<file path="src/rtl/pa_fdsu_special_pack_pkg.sv">
// Shared FDSU special-result constants: select/sign bit indices, packed constants,
// FSM state encodings and the select one-hot check helper.
package pa_fdsu_special_pack_pkg;

   localparam int SEL_ZERO     = 1;
   localparam int SEL_INF      = 2;
   localparam int SEL_LFN      = 3;
   localparam int SEL_CNAN     = 4;
   localparam int SEL_QNAN_OP0 = 5;
   localparam int SEL_QNAN_OP1 = 6;

   localparam int SIGN_ZERO = 1;
   localparam int SIGN_INF  = 2;
   localparam int SIGN_LFN  = 3;

   localparam logic [31:0] CNAN_VALUE = 32'h7FC0_0000;
   localparam logic [7:0]  EXP_MAX    = 8'hFF;
   localparam logic [7:0]  EXP_LFN    = 8'hFE;

   typedef enum logic {
      ST_IDLE = 1'b0,
      ST_HOLD = 1'b1
   } special_state_t;

   // True when more than one of the meaningful select bits is set.
   function automatic logic sel_multi_hot(input logic [5:0] sel);
      return (sel & (sel - 6'd1)) != 6'd0;
   endfunction

endpackage

</file>
<file path="src/rtl/pa_fdsu_special_pack_enc.sv">
// Combinational special-result encoder: picks the highest-priority special case
// and packs it into an IEEE single.
module pa_fdsu_special_enc
   import pa_fdsu_special_pack_pkg::*;
(
   input  logic [7:0]  sel,
   input  logic [3:0]  sign,
   input  logic [31:0] op0_data,
   input  logic [31:0] op1_data,
   output logic [31:0] result
);

   logic unused_bits;

   // Reserved select/sign bits and NaN exponent bits never reach the result.
   assign unused_bits = ^{sel[7], sel[0], sign[0], op0_data[30:22], op1_data[30:22]};

   always_comb begin
      result = 32'h0;
      if (sel[SEL_QNAN_OP1]) begin
         result = {op1_data[31], EXP_MAX, 1'b1, op1_data[21:0]};
      end else if (sel[SEL_QNAN_OP0]) begin
         result = {op0_data[31], EXP_MAX, 1'b1, op0_data[21:0]};
      end else if (sel[SEL_CNAN]) begin
         result = CNAN_VALUE;
      end else if (sel[SEL_INF]) begin
         result = {sign[SIGN_INF], EXP_MAX, 23'h0};
      end else if (sel[SEL_ZERO]) begin
         result = {sign[SIGN_ZERO], 31'h0};
      end else if (sel[SEL_LFN]) begin
         result = {sign[SIGN_LFN], EXP_LFN, 23'h7F_FFFF};
      end
   end

endmodule

</file>
<file path="src/rtl/pa_fdsu_special_pack.sv">
// Special-result pack stage: captures bypassed div/sqrt results and holds them
// for writeback. Optional select check enabled by PA_FDSU_SPECIAL_SEL_CHK_EN.
module pa_fdsu_special_pack
   import pa_fdsu_special_pack_pkg::*;
(
   input  logic        forever_cpuclk,
   input  logic        cpurst_b,
   input  logic        ex1_pipe_vld,
   input  logic        ex1_srt_skip,
   input  logic [7:0]  ex1_special_sel,
   input  logic [3:0]  ex1_special_sign,
   input  logic [4:0]  ex1_fflags,
   input  logic [31:0] ex1_op0_data,
   input  logic [31:0] ex1_op1_data,
   input  logic        ex1_flush,
   input  logic        wb_special_ready,
   output logic        ex1_special_stall,
   output logic        ex2_special_vld,
   output logic [31:0] ex2_special_result,
   output logic [4:0]  ex2_special_fflags,
   output logic        special_sel_err
);

   special_state_t state;
   logic [31:0]    enc_result;
   logic           capture;

   pa_fdsu_special_enc u_enc (
      .sel      (ex1_special_sel),
      .sign     (ex1_special_sign),
      .op0_data (ex1_op0_data),
      .op1_data (ex1_op1_data),
      .result   (enc_result)
   );

   // Stall only while a held result is blocked and another skip is waiting.
   assign ex1_special_stall = (state == ST_HOLD) && !wb_special_ready
                              && ex1_pipe_vld && ex1_srt_skip;

   assign capture = ex1_pipe_vld && ex1_srt_skip && !ex1_flush && !ex1_special_stall;

   always_ff @(posedge forever_cpuclk or negedge cpurst_b) begin
      if (!cpurst_b) begin
         state              <= ST_IDLE;
         ex2_special_vld    <= 1'b0;
         ex2_special_result <= 32'h0;
         ex2_special_fflags <= 5'h0;
      end else if (ex1_flush) begin
         state           <= ST_IDLE;
         ex2_special_vld <= 1'b0;
      end else if (capture) begin
         state              <= ST_HOLD;
         ex2_special_vld    <= 1'b1;
         ex2_special_result <= enc_result;
         ex2_special_fflags <= ex1_fflags;
      end else if (state == ST_HOLD && wb_special_ready) begin
         state           <= ST_IDLE;
         ex2_special_vld <= 1'b0;
      end
   end

`ifdef PA_FDSU_SPECIAL_SEL_CHK_EN
   always_ff @(posedge forever_cpuclk or negedge cpurst_b) begin
      if (!cpurst_b) begin
         special_sel_err <= 1'b0;
      end else if (capture && sel_multi_hot(ex1_special_sel[6:1])) begin
         special_sel_err <= 1'b1;
      end
   end
`else
   assign special_sel_err = 1'b0;
`endif

endmodule

</file>
<file path="config.mk">
export PLATFORM = sky130hd
export DESIGN_NAME = pa_fdsu_special_pack
export DESIGN_NICKNAME = d
export VERILOG_FILES = /design/src/rtl/pa_fdsu_special_pack_pkg.sv /design/src/rtl/pa_fdsu_special_pack_enc.sv /design/src/rtl/pa_fdsu_special_pack.sv
export SDC_FILE = /design/constraint.sdc
export NUM_CORES = 1
export LEC_CHECK = 0
export ABC_AREA = 1
export BUFFER_PORTS_ARGS = -buffer_cell sky130_fd_sc_hd__buf_2
export CAP_MARGIN = 20
export CORE_MARGIN = 1.5
export CORE_UTILIZATION = 35
export DETAILED_ROUTE_END_ITERATION = 7
export GPL_TIMING_DRIVEN = 0
export MAX_ROUTING_LAYER = met4
export PLACE_DENSITY = 0.69
export SYNTH_ARGS = -nofsm -noshare
export SYNTH_HDL_FRONTEND = slang
export SYNTH_SLANG_ARGS = --single-unit
</file>
<file path="constraint.sdc">
create_clock -name forever_cpuclk -period 1.24 [get_ports forever_cpuclk]
set_input_delay 0.124 -clock forever_cpuclk [delete_from_list [all_inputs] [get_ports forever_cpuclk]]
set_output_delay 0.124 -clock forever_cpuclk [all_outputs]
set_load 0.02 [all_outputs]
</file>
---- Word-level counts from Yosys, hierarchy flattened ----
Cells that the tools add are included.
word-level totals
  flip-flop bits (word level) ............. 38
  input bits .............................. 87
  output and inout bits ................... 40
  logic and storage cells ................. 25
operators by class
  mux-type cells .......................... 9
  bitwise gates (word level) .............. 1
  reduce and logical (&&, ||, !) cells .... 12
operator list
  kind                 count
  32-bit two-way mux   6
  1-bit logical AND    7
  1-bit logical NOT    3
  1-bit two-way mux    3
  3-bit nonzero test   1
  2-bit AND reduction  1
  1-bit NOT            1

---- Depth between registers and ports, before layout ----
Gate-level depths: netlist of the first run.
  depth in word-level cells ............... 8
  depth in mapped cells ................... 7
  depth with buffers taken out ............ 6

---- Hierarchy ----
From an unflattened synthesis of the first run, not the netlist that was laid out.
second synthesis, totals
  cells, all modules ...................... 272
  area total of the unflattened synthesis .. 2,309.7 µm²
by module, submodules not included
  module                times used  cells each  area an instance (µm²)  seq. area each (µm²)
  pa_fdsu_special_pack  1           169         1,740.4                 950.9
  pa_fdsu_special_enc   1           103         569.3                   0.0

---- Worst setup path before layout of the first run ----
Ideal clock, no wire load.
  path kind ............................... reg2reg
  start point ............................. register, netlist name ex2_special_vld
  end point ............................... register ex2_special_result[11]
  setup time .............................. 120 ps
  arrival time ............................ 1,086 ps
  data required time ...................... 1,120 ps
  slack ................................... 34 ps
  cell stages (with the launch flop) ...... 7
  path buffers ............................ 1
  period minus slack after synthesis ...... 1,206 ps
  cells stage by stage .................... dfrtp_1 > nand2_1 > nand2_2 > buf_4 > a21oi_1 > o21ai_1 > nand2_1
RTL lines
  what                  line                        RTL
  end signal, assigned  pa_fdsu_special_pack.sv:54  ex2_special_result <= enc_result;
  end, declared         pa_fdsu_special_pack.sv:19  output logic [31:0] ex2_special_result,

---- Worst setup path after layout of the first run ----
  start point ............................. register ex2_special_result[30]
  end point ............................... output port ex2_special_result[30]
No word-level cell between the ends.

==> results of run 1 <==
==> power breakdown <==
part	total, mW	leakage (nW)	internal (mW)	switching, mW
Sequential	1.33	0.396	1.23	0.101
Clock	0.854	0.0503	0.494	0.360
Combinational	1.03	0.907	0.399	0.635
==> kinds of logic (layout without fill, tap and decap cells) <==
logic type      Yosys count  count (layout)
compound gates           72              72
buf+inv                  25             137
flops                    32              32
other cells               1               1
simple gates             84              84
==> sequential cells by signal, indices dropped and copies added, names as in the netlist <==
name	count
ex2_special_result	26
ex2_special_fflags	5
ex2_special_vld	1
==> critical path, stage by stage, from the launching register on <==
cell and delay (ns):
dfrtp_1 0.45, buf_4 0.16, buf_2 0.15
==> cell usage after synthesis <==
| cell | count |
|---|---|
| nand2_1 | 71 |
| inv_2 | 2 |
| nand2_2 | 2 |
| nor2_1 | 3 |
| nand3_4 | 1 |
| nand4_1 | 1 |
| conb_1 | 1 |
| inv_1 | 3 |
| dfrtp_1 | 32 |
| a21oi_1 | 30 |
| buf_2 | 9 |
| nand3_1 | 3 |
| a21oi_2 | 18 |
| nor2_4 | 3 |
| o21ai_1 | 24 |
| buf_4 | 9 |
| buf_6 | 2 |
==> what timing repair did <==
action / in CTS / in global routing
hold buffers: 1 / 0
endpoints found under the setup margin: 0 / 24
hold endpoints to repair: 32 / 0
gates resized for setup: 0 / 2
==> per-layer routing <==
| metal | vias to the layer above | track usage (%) | part of all wire, % |
|---|---|---|---|
| met1 | 807 | 23.8 | 44 |
| met2 | 68 | 30.2 | 47 |
| met4 | 0 | 7.20 | 0.84 |
| met5 | - | - | 0 |
| li1 | 921 | - | - |
| met3 | 6 | 5.08 | 8.1 |
==> worst max path at each step <==
| stage | start | endpoint | slack, ns | cells after the start |
|---|---|---|---|---|
| finish | ex2_special_result[30] | ex2_special_result[30] | 0.09 | 2 |
| global route | ex2_special_vld | ex2_special_result[17] | 0.01 | 6 |
| CTS | ex2_special_vld | ex2_special_result[3] | 0.01 | 6 |
| detailed placement | ex2_special_vld | ex2_special_result[11] | 0.03 | 6 |
| global placement | ex2_special_vld | ex2_special_result[17] | 0.04 | 6 |
| floorplan | ex2_special_vld | ex2_special_result[11] | 0.03 | 6 |
==> cell usage in the layout, fill, tap and decap left out, types with 7 or more instances in the layout <==
cell type	netlist	layout
a21oi_1	30	30
nand2_1	71	70
a21oi_2	18	18
clkbuf_8	0	7
o21ai_1	24	24
buf_4	9	9
buf_2	9	113
dfrtp_1	32	32
==> stage by stage <==
stage               area, sq um  instances  hold slack [ns]
finish                     2470        393           0.0379
detailed placement         2350        385            0.226
CTS                        2460        393           0.0301
global route               2470        393           0.0370
floorplan                  1750        214           -0.172
global placement           2350        385            0.225
==> area by class of cell <==
class,instances,area [sq um]
fill,491,2290
multi-input combinational,157,802
sequential,32,801
timing repair buffer,105,531
buffer,20,135
clock buffer,7,96.3
tap,67,83.8
inverter,5,18.8
==> impl_metrics.toml, run 1 <==
[timing]
setup_tns_ns = 0
fin_crit_sh_pct = 93.1
finalHoldViolCount = 0
setup_ws_ns = 0.0861
min_period_ns = 1.15
worst_pin_slew_ns = 0.715
setup_viol = 0
drv_slew = 0
slew_headroom_pct = 52.3
grt_setup_unrepaired = "no"
skew_ns = 0.00446
fmax_mhz = 867

[logic_synthesis]
yosysSeqAreaShare_pct = 45.8
yosys_warnings = 0
synth_compound_area_share_pct = 24.5
synth-simple-area-share_pct = 20.7
syn_inst = 214
synthMuxAreaShare_pct = 0
ys_ff_latch = 32
syn-num-nets = 301
yosysTopAreaCellShare_pct = 45.8
synth_top_family_by_area = "compound AO/OA/AOI/OAI gates"
synth_area_per_cell_sq_um = 8.17
yosysTopAreaCell = "dfrtp_1"
synth_xor_area_share_pct = 0
syn_area_sq_mm = 0.00175
yosys-top-cells-area = "dfrtp_1 46%, nand2_1 15%, a21oi_2 9.0%"
synth_fa_ha_area_share_pct = 0
ys_types = 17

[floorplan]
die_w_um = 73.7
core_area_sq_mm = 0.00475
die_area_sq_mm = 0.00543
start_util_pct = 36.8
rows = 25
ioPinCount = 127
die_height_um = 73.7

[route]
drt_iter0_markers = 65
antenna_left = 0
via_per_inst = 4.59
dr_total_vias = 1802
wl_per_cell_um = 12.4
drc = 0
routed_wl_um = 4860
firstDrtPassIters = 4

[cts]
clockBufferDepth = 2
cts_sinks = 32
clock_latency_ns = 0.28
htree_levels = 2
clkTransAtPathRegs_ns = 0.06
cts_tree = "yes"
clockRootBuffer = "clkbuf_8"
numCtsBuffers = 5
cts_setup_buffers = 0

[place]
dp_hpwl_um = 3650
io_buffers = 104
pre_cts_ws_ns = 0.0308
place_congestion = 0.826

[critical_path]
endpoint_kind = "primary output"
arrival_ns = 1.03
r2r_end = "ex2_special_result[3]"
cp_max_fo = 8
r2r_start = "ex2_special_vld"
cp.required_ns = 1.12
critPathLaunchType = "flop"
critPathKind = "flop to primary output"
reg2reg_depth = 6
rrSetupSlack_ns = 0.10

[global_route]
grt_pass1_vias = 1758
grt_pass1_wl_um = 7790
grt_use_total_pct = 19.3
grt_remaining_overflow = 0
antenna_found_initial = 0
grt_max_degree = 33

[power]
power_density_mw_per_mm2 = 1300
total_power_mw = 3.22
ir_drop_v = 0.000426
power_leakage_nw = 1.35

[status]
outcome = "completed"

[flow_run]
cap_violations = 0

[min_path]
whs_endpoint = "ex2_special_vld"
hp-class = "input port to flop"
holdCritStartpoint = "ex1_flush"
hold_depth = 2

[finish]
fin_util_pct = 51.9
layout.nets = 413
antenna_cells = 0
drive_gt1_share_pct = 48.5
area_delta_synth_final_pct = 41.1
Note: power is estimated with default switching activity, not from simulation.
==> run 2: changes to the inputs <==
--- a/config.mk
+++ b/config.mk
@@ -8,7 +8,6 @@
 export ABC_AREA = 1
 export BUFFER_PORTS_ARGS = -buffer_cell sky130_fd_sc_hd__buf_2
 export CAP_MARGIN = 20
-export CORE_MARGIN = 1.5
 export CORE_UTILIZATION = 35
 export DETAILED_ROUTE_END_ITERATION = 7
 export GPL_TIMING_DRIVEN = 0
==> constraint.sdc (replaced) <==
create_clock -name forever_cpuclk -period 1.24 [get_ports forever_cpuclk]
set_input_delay 0.062 -clock forever_cpuclk [delete_from_list [all_inputs] [get_ports forever_cpuclk]]
set_output_delay 0.062 -clock forever_cpuclk [all_outputs]
set_load 0.02 [all_outputs]
==> run 2 against run 1 <==
  * Fmax up 0.61%
  * Clock-buffer cell count rose by 1
  * Global-route usage rose by 2.1 points
  * Setup slack gained 0.0070 ns
  * Die area decreased by 2.7%
  * Via count grew 9.6%
  * Hold slack worse by 0.036 ns
  * Register-to-register slack improved by 0.03 ns
  * Final cell count increased by 7.6%
  * Power is 2.1% higher
  * Combinational power increased by 9%
  * Sequential power barely moved
==> impl_metrics.toml, run 2 (synthesis gave the netlist of run 1 again) <==
[status]
outcome = "completed"

[place]
placedInstanceArea_sq_mm = 0.00235
pre_cts_ws_ns = 0.0177
place_congestion = 0.748
io_buffers = 104
dp_hpwl_um = 3560

[finish]
largest_reg_flops = 26
final_cell_mix = "113 x buf_2, 70 x nand2_1, 32 x dfrtp_1, 30 x a21oi_1, 27 x dlygate4sd3_1"
fill_cells = 461
antenna_cells = 0
layout.nets = 442
registers.top_by_ff_count = "ex2_special_result"
top_regs = "ex2_special_result: 26 flops, ex2_special_fflags: 5 flops, ex2_special_vld: 1 flops"
multi_input_area_sq_um = 808
fin_util_pct = 57.9
drive_gt1_share_pct = 44.9
final_common_cell = "buf_2"
final_area_sq_mm = 0.00275
seqCellArea_sq_um = 801
area_delta_synth_final_pct = 57.4

[critical_path]
cp_max_fo = 10
arrival_ns = 1.37
endpoint_kind = "flop"
cp.required_ns = 1.46
critPathLaunchType = "input port"
worst_path_max_delay_cell = "dlygate4sd3_1"
critPathKind = "input port to flop"
worstPathCellList = "dlygate4sd3_1 > buf_2 > nor2_4 > nand2_4 > buf_8 > a21oi_1 > o21ai_1 > nand2_1"
cpPeakStageDelay_ns = 0.53

[cts]
htree_levels = 2
numCtsBuffers = 5
clockRootBuffer = "clkbuf_8"
clock_latency_ns = 0.29
cts_tree = "yes"
cts_sinks = 32
clkTransAtPathRegs_ns = 0.06
clockBufferDepth = 2

[power]
ir_drop_v = 0.000546
power.share.clock_pct = 25.4
power_density_mw_per_mm2 = 1190
seqPwrFrac_pct = 40.5
p_int_mw = 2.14
swShare_pct = 34.9
p_switching_mw = 1.14
power_leakage_nw = 1.47
pwr-share-comb_pct = 34.0

[timing]
finalHoldViolCount = 0
grt_setup_unrepaired = "no"
fmax_mhz = 872
min_period_ns = 1.15
fin_crit_sh_pct = 92.5
slew_headroom_pct = 52.1
setup_viol = 0
setup_ws_ns = 0.0931
worst_pin_slew_ns = 0.719
drv_slew = 0
skew_ns = 0.00371
setup_tns_ns = 0

[floorplan]
start_util_pct = 36.8
rows = 25
ioPinCount = 127
core_area_sq_mm = 0.00475
die_height_um = 72.7
die_w_um = 72.7
die_area_sq_mm = 0.00528

[global_route]
grt_pass1_wl_um = 8400
grt_pass1_vias = 1903
antenna_found_initial = 0
grt_remaining_overflow = 0
grt_max_degree = 33
grt_use_total_pct = 21.4

[route]
dr_total_vias = 1975
wl_per_cell_um = 12.7
firstDrtPassIters = 4
via_per_inst = 4.67
antenna_left = 0
drt_iter0_markers = 114
drc = 0
routed_wl_um = 5370

[min_path]
hp-class = "input port to flop"

[flow_run]
cap_violations = 0
[run 2: changes by cell type in the layout (fill, tap and decap cells not counted)]
cell	previous run	this run
buf_6	2	3
buf_8	0	1
clkbuf_1	0	2
clkbuf_8	7	6
dlygate4sd3_1	1	27
nand2_2	2	3
[run 2: stage by stage]
| step | instances | hold slack [ns] | power [mW] |
|---|---|---|---|
| 2_1_floorplan | 214 | -0.234 | 1.96 |
| 6_report | 423 | 0.00231 | 3.28 |
| 3_3_place_gp | 385 | 0.160 | 2.37 |
| 5_1_grt | 423 | 0.00712 | 3.47 |
| 4_1_cts | 420 | 0.00192 | 3.30 |
| 3_5_place_dp | 385 | 0.165 | 2.39 |
[run 2: power by group through the flow]
stage                     logic, mW  clock network (mW)  registers, mW
after global routing           1.22               0.901           1.35
after CTS                      1.11               0.854           1.33
after floorplan               0.388                   0           1.58
after detailed placement       1.04                   0           1.35
after global placement         1.03                   0           1.34
final                          1.12               0.834           1.33
[run 2: routing by layer]
layer / global-route usage, % / part of all wire (%) / vias to the layer above / routed length [um]
met1: 25.0 / 43 / 911 / 2320
li1: - / - / 979 / -
met4: 5.66 / 1.4 / 0 / 76
met5: - / 0 / - / 0
met2: 36.7 / 48 / 76 / 2600
met3: 5.39 / 6.9 / 9 / 372
[run 2: worst paths after layout]
check | start | cells after the start | end | slack [ns]
max | ex1_flush | 8 | ex2_special_result[17] | 0.09
min | ex1_op1_data[17] | 3 | ex2_special_result[17] | 0.002
min reg2reg | ex2_special_result[5] | 2 | ex2_special_result[5] | 0.47
min in group asynchronous | cpurst_b | 2 | ex2_special_result[0] | 0.39
max in group asynchronous | cpurst_b | 2 | ex2_special_result[6] | 0.39
max reg2reg | ex2_special_vld | 6 | ex2_special_result[17] | 0.13
[run 2: critical path, delay by kind of cell]
family	cells	cell delay, ns
buffers and inverters	3	0.83
AND/OR/NAND/NOR	3	0.29
AO/OA/AOI/OAI	2	0.19
[run 2: final cells by class]
class | instances | share of cell area [%]
multi-input cells | 158 | 29.4
repair buffers | 133 | 29.3
flip-flops and latches | 32 | 29.1
plain buffers | 20 | 5.32
clock buffers | 8 | 3.27
well taps | 67 | 3.04
inverters | 5 | 0.682
[run 2: what timing repair did]
item                                    in CTS  in global routing
gates cloned                                 0                  1
gates resized for setup                      1                  4
hold buffers                                27                  0
endpoints found under the hold margin       58                  0
pin swaps                                    0                  2
endpoints found under the setup margin       1                 19
setup buffers                                0                  2
